### src/rtl/pipe_hazard_ctrl.sv
`default_nettype none
// +--------------------------------------------------------------------------+
// | Module   : pipe_hazard_ctrl                                              |
// | Brief    : Stall/flush scheduler and PC redirect control for the 5-stage |
// |            LC-3b pipeline, with saturating stall/flush statistics.       |
// | Revision : 1.0  initial release                                          |
// +--------------------------------------------------------------------------+
module pipe_hazard_ctrl #(
  parameter int CNT_W = 16
) (
  input  logic             clk,
  input  logic             reset,
  input  logic [2:0]       id_sr1,
  input  logic [2:0]       id_sr2,
  input  logic             id_sr2mux_sel,
  input  logic             id_uses_sr1,
  input  logic             id_uses_sr2,
  input  logic             ex_is_load,
  input  logic [2:0]       ex_dr,
  input  logic             imem_read,
  input  logic             imem_resp,
  input  logic             dmem_req,
  input  logic             dmem_resp,
  input  logic             br_taken,
  input  logic [15:0]      br_target,
  output logic             stall_if,
  output logic             stall_id,
  output logic             stall_ex,
  output logic             stall_mem,
  output logic             flush_if_id,
  output logic             flush_id_ex,
  output logic             flush_ex_mem,
  output logic             pc_redirect,
  output logic [15:0]      redirect_pc,
  output logic [CNT_W-1:0] stall_cnt,
  output logic [CNT_W-1:0] flush_cnt
);

  typedef enum logic [0:0] {
    ST_RUN   = 1'b0,
    ST_RPEND = 1'b1
  } state_t;

  localparam logic [CNT_W-1:0] c_CNT_ONE = CNT_W'(1);
  localparam logic [CNT_W-1:0] c_CNT_MAX = {CNT_W{1'b1}};

  state_t           r_state;
  state_t           w_next_state;
  logic [15:0]      r_tgt;
  logic             w_tgt_load;
  logic [CNT_W-1:0] r_stall_cnt;
  logic [CNT_W-1:0] r_flush_cnt;
  logic             w_dstall;
  logic             w_istall;
  logic             w_lu;

  assign w_dstall = dmem_req & ~dmem_resp;
  assign w_istall = imem_read & ~imem_resp;
  assign w_lu     = ex_is_load &
                    ((id_uses_sr1 & (ex_dr == id_sr1)) |
                     (id_uses_sr2 & ~id_sr2mux_sel & (ex_dr == id_sr2)));

  always_comb begin
    w_next_state = r_state;
    w_tgt_load   = 1'b0;
    stall_if     = 1'b0;
    stall_id     = 1'b0;
    stall_ex     = 1'b0;
    stall_mem    = 1'b0;
    flush_if_id  = 1'b0;
    flush_id_ex  = 1'b0;
    flush_ex_mem = 1'b0;
    pc_redirect  = 1'b0;
    redirect_pc  = br_target;
    case (r_state)
      ST_RUN: begin
        if (w_dstall) begin
          stall_if  = 1'b1;
          stall_id  = 1'b1;
          stall_ex  = 1'b1;
          stall_mem = 1'b1;
        end else if (br_taken && !w_istall) begin
          pc_redirect  = 1'b1;
          flush_if_id  = 1'b1;
          flush_id_ex  = 1'b1;
          flush_ex_mem = 1'b1;
        end else if (br_taken) begin
          // Let the outstanding fetch finish; its result is discarded in RPEND.
          stall_if     = 1'b1;
          flush_id_ex  = 1'b1;
          flush_ex_mem = 1'b1;
          w_tgt_load   = 1'b1;
          w_next_state = ST_RPEND;
        end else if (w_istall) begin
          stall_if    = 1'b1;
          flush_if_id = 1'b1;
        end else if (w_lu) begin
          stall_if    = 1'b1;
          stall_id    = 1'b1;
          flush_id_ex = 1'b1;
        end
      end
      ST_RPEND: begin
        redirect_pc = r_tgt;
        flush_if_id = 1'b1;
        if (imem_resp) begin
          pc_redirect  = 1'b1;
          w_next_state = ST_RUN;
        end else begin
          stall_if = 1'b1;
        end
      end
      default: w_next_state = ST_RUN;
    endcase
  end

  always_ff @(posedge clk) begin
    if (reset) begin
      r_state     <= ST_RUN;
      r_tgt       <= 16'h0000;
      r_stall_cnt <= '0;
      r_flush_cnt <= '0;
    end else begin
      r_state <= w_next_state;
      if (w_tgt_load) r_tgt <= br_target;
      if (stall_if && (r_stall_cnt != c_CNT_MAX)) r_stall_cnt <= r_stall_cnt + c_CNT_ONE;
      if (pc_redirect && (r_flush_cnt != c_CNT_MAX)) r_flush_cnt <= r_flush_cnt + c_CNT_ONE;
    end
  end

  assign stall_cnt = r_stall_cnt;
  assign flush_cnt = r_flush_cnt;

endmodule
`default_nettype wire
### config.mk
export PLATFORM = sky130hd
export DESIGN_NAME = pipe_hazard_ctrl
export DESIGN_NICKNAME = d
export VERILOG_FILES = /design/src/rtl/pipe_hazard_ctrl.sv
export SDC_FILE = /design/constraint.sdc
export NUM_CORES = 1
export LEC_CHECK = 0
export BUFFER_PORTS_ARGS = -buffer_cell sky130_fd_sc_hd__buf_2
export CORE_ASPECT_RATIO = 2
export CORE_UTILIZATION = 25
export DETAILED_ROUTE_END_ITERATION = 8
export HOLD_SLACK_MARGIN = 0.12
export PLACE_DENSITY = 0.57
export SYNTH_ARGS = -nofsm -noshare
export SYNTH_HDL_FRONTEND = slang
export SYNTH_SLANG_ARGS = --single-unit
### constraint.sdc
create_clock -name clk -period 2 [get_ports clk]
set_clock_uncertainty 0.2 [all_clocks]
set_input_delay 0.2 -clock clk [delete_from_list [all_inputs] [get_ports clk]]
set_output_delay 0.2 -clock clk [all_outputs]
set_load 0.03 [all_outputs]
==> metrics.txt <==
vias in the first global route roughly 2700; Antenna Nets Post-Route 0; post-synth top area share around two fifths; Slew Viols, Final 0; kind of cell adding the most delay to the critical path simple AND/OR/NAND/NOR gates; top cells by area, synth dfxtp_1 38%, nand2_1 7.6%, mux2_2 7.0%; PortBufs 91; number of synthesized flops with an enable pin 0; CP Capture Type flop; worst-skew pair later-pin latency around 0.28 ns; WL final between 7 and 8 mm; Tmin final about 2.1 ns; crit path cell chain ha_4, nand4_1, nor4_4, a211oi_4, nor2_4, buf_6, or4_1, a21oi_1; Fin Hold WS 0.255 ns; Post-Place Cell Area approximately 3500 um^2; die footprint between 10000 and 15000 um^2; via count between 2000 and 3000; first drt pass iteration count 4; First DRT Iteration DRCs 45; clock tree from TritonCTS done; yosys warns 0; metal2 WL 4.17 mm; IO Pins 92; routed len/inst between 10 and 15 um; Async S/R FF share, synth 0%; max capacitance violation total 0; Critical Path Start stall_cnt[1]; global route overflow 0; commonest non-fill, non-tap cell in the layout buf_2; Tcrit/Tclk final 103%; Main synth FF type dfxtp_1; peak supply drop approximately 0.34 mV; Die W 73.7 um; # setup viols final 7; Tot Pwr 2.30 mW; vias per inst about 4.6; HP Class reg2reg; M1 WL about 2.8 mm; setup ws final -0.0598 ns; worst-path cell with the longest stage delay or4_1; Startpoint Class flop; CP Max Fanout 5; Fin. Hold Viols 0; Crit Path Category reg2reg; Slew headroom 73.2%; post-placement cell count 567; pin count of the biggest net entering global routing 21; Syn-to-layout area delta 55.0%; Worst R2R Setup Slack -0.06 ns; number of synthesized register bits approximately 50; root buf cell clkbuf_16; Cell variety after synth 41; clk slew on worst S/H paths approximately 0.060 ns; leakage power figure 1.70 nW; Starting Density between 20% and 30%; post-layout instance area approximately 4000 um^2; Net Count, Synth ~350; clock sinks a little under 50; Post-Synthesis Cells between 300 and 400; mapped cell area between 2000 and 3000 um^2; failing checks negative setup slack; total track usage between 10% and 20%; Syn Area/Cell about 8.2 um^2; global-route wire length before repair ~12 mm; clk buf depth 2; Slowest Stage Delay on Critical Path a little under 0.5 ns; WP data arrival 2.07 ns; FF-to-FF Start stall_cnt[1]; top sig layer met4; DP HPWL about 5.7 mm; most frequent cells in the layout 90 x buf_2, 51 x nand2_1, 41 x buf_4, 32 x dfxtp_1, 28 x nor2_1; Worst Tran Pin Value ~0.4 ns; core area a little over 10000 um^2; initial antenna violation count 1; largest area contributor in the netlist dfxtp_1; Bufs and invs on worst path 1; WL met3 around 210 um; PwrDens around 580 nW/um^2; Inserted Clock Buffers 5; Net count, final roughly 500; floorplan row count 52; GPL Wtd Cong ~0.84; status finished, violations left; fmax between 400 and 500 MHz; RSZ-0062 raised after global routing true; total negative slack -0.154 ns; hold wc startpoint r_tgt[14]; drc violations 0; Worst Path Required about 2 ns; register area share after synthesis between 30% and 40%; fraction of layout cells with a size suffix above 1 between 40% and 50%; final std cells w/o fill roughly 600; # H-tree levels 2; Die Y between 100 and 150 um
## flip-flops by register name, indices dropped and copies added, names as in the netlist
signal	cells
flush_cnt	16
r_tgt	16
stall_cnt	16
r_state	1
## Yosys cell counts (3+ instances only)
| library cell | count |
|---|---|
| nand2_1 | 52 |
| nor2b_1 | 5 |
| xnor2_1 | 13 |
| o31ai_1 | 5 |
| xor2_1 | 9 |
| nand2b_1 | 3 |
| and4_1 | 3 |
| and3_1 | 7 |
| or3_1 | 5 |
| a21oi_1 | 28 |
| nand4_1 | 7 |
| inv_1 | 7 |
| ha_1 | 4 |
| or4_1 | 6 |
| dfxtp_1 | 49 |
| clkbuf_1 | 9 |
| nand3_1 | 13 |
| o21ai_0 | 8 |
| mux2_2 | 16 |
| nor2_1 | 29 |
| nor3_1 | 6 |
## worst paths after layout
kind,cells past startpoint,end
max,8,stall_cnt[15]
max reg2reg,8,stall_cnt[15]
min reg2reg,2,r_tgt[14]
min,2,r_tgt[14]
## stage by stage
| stage | setup slack, ns | utilization, % |
|---|---|---|
| after floorplan | -0.0281 | - |
| after global placement | -0.140 | 35.2 |
| after detailed placement | -0.181 | 35.2 |
| after CTS | -0.105 | 38.6 |
| after global routing | -0.137 | 39.5 |
| final | -0.0598 | 39.5 |
## final cells by class
type / count / area [um^2]
multi-input cells: 243 / 1640
clock buffers: 7 / 143
inverters: 7 / 26.3
repair buffers: 153 / 991
diodes: 1 / 2.50
fillers: 1064 / 6100
well taps: 135 / 169
flip-flops and latches: 49 / 1020
## layer usage
layer  vias up  global-route usage, %
met3        25                   2.01
met4         0                   8.46
li1       1374                      -
met5         -                      0
met1      1276                   14.1
met2        78                   28.0
## power breakdown
part | switching (mW) | internal (mW) | total [mW] | leakage (nW)
Sequential | 0.0161 | 0.991 | 1.01 | 0.406
Combinational | 0.252 | 0.198 | 0.450 | 1.22
Clock | 0.347 | 0.492 | 0.838 | 0.0700
Total | 0.615 | 1.68 | 2.30 | 1.70
## kinds of logic after synthesis
kind of cell / Yosys count / share of synthesized area, %
AO/OA/AOI/OAI: 53 / 12.5
XOR/XNOR: 22 / 7.49
adder cells (fa/ha/maj): 4 / 1.95
buffers and inverters: 21 / 3.40
flip-flops: 49 / 38.1
multiplexers: 19 / 8.22
AND/OR/NAND/NOR: 145 / 28.3
## tightest hold or removal path: stages (launching register included)
cell,delay (ns)
dfxtp_1,0.31
nand2_1,0.05
a21oi_1,0.05
## what timing repair did
| action | 4_1_cts | 5_1_grt |
|---|---|---|
| buffers inserted | 1 | 1 |
| endpoints found under the hold margin | 25 | 0 |
| pin swaps | 8 | 8 |
| gates cloned | 0 | 0 |
| hold buffers | 19 | 0 |
| resized for setup | 7 | 18 |
| setup endpoints to repair | 14 | 18 |
Note: power is estimated with default switching activity, not from simulation.
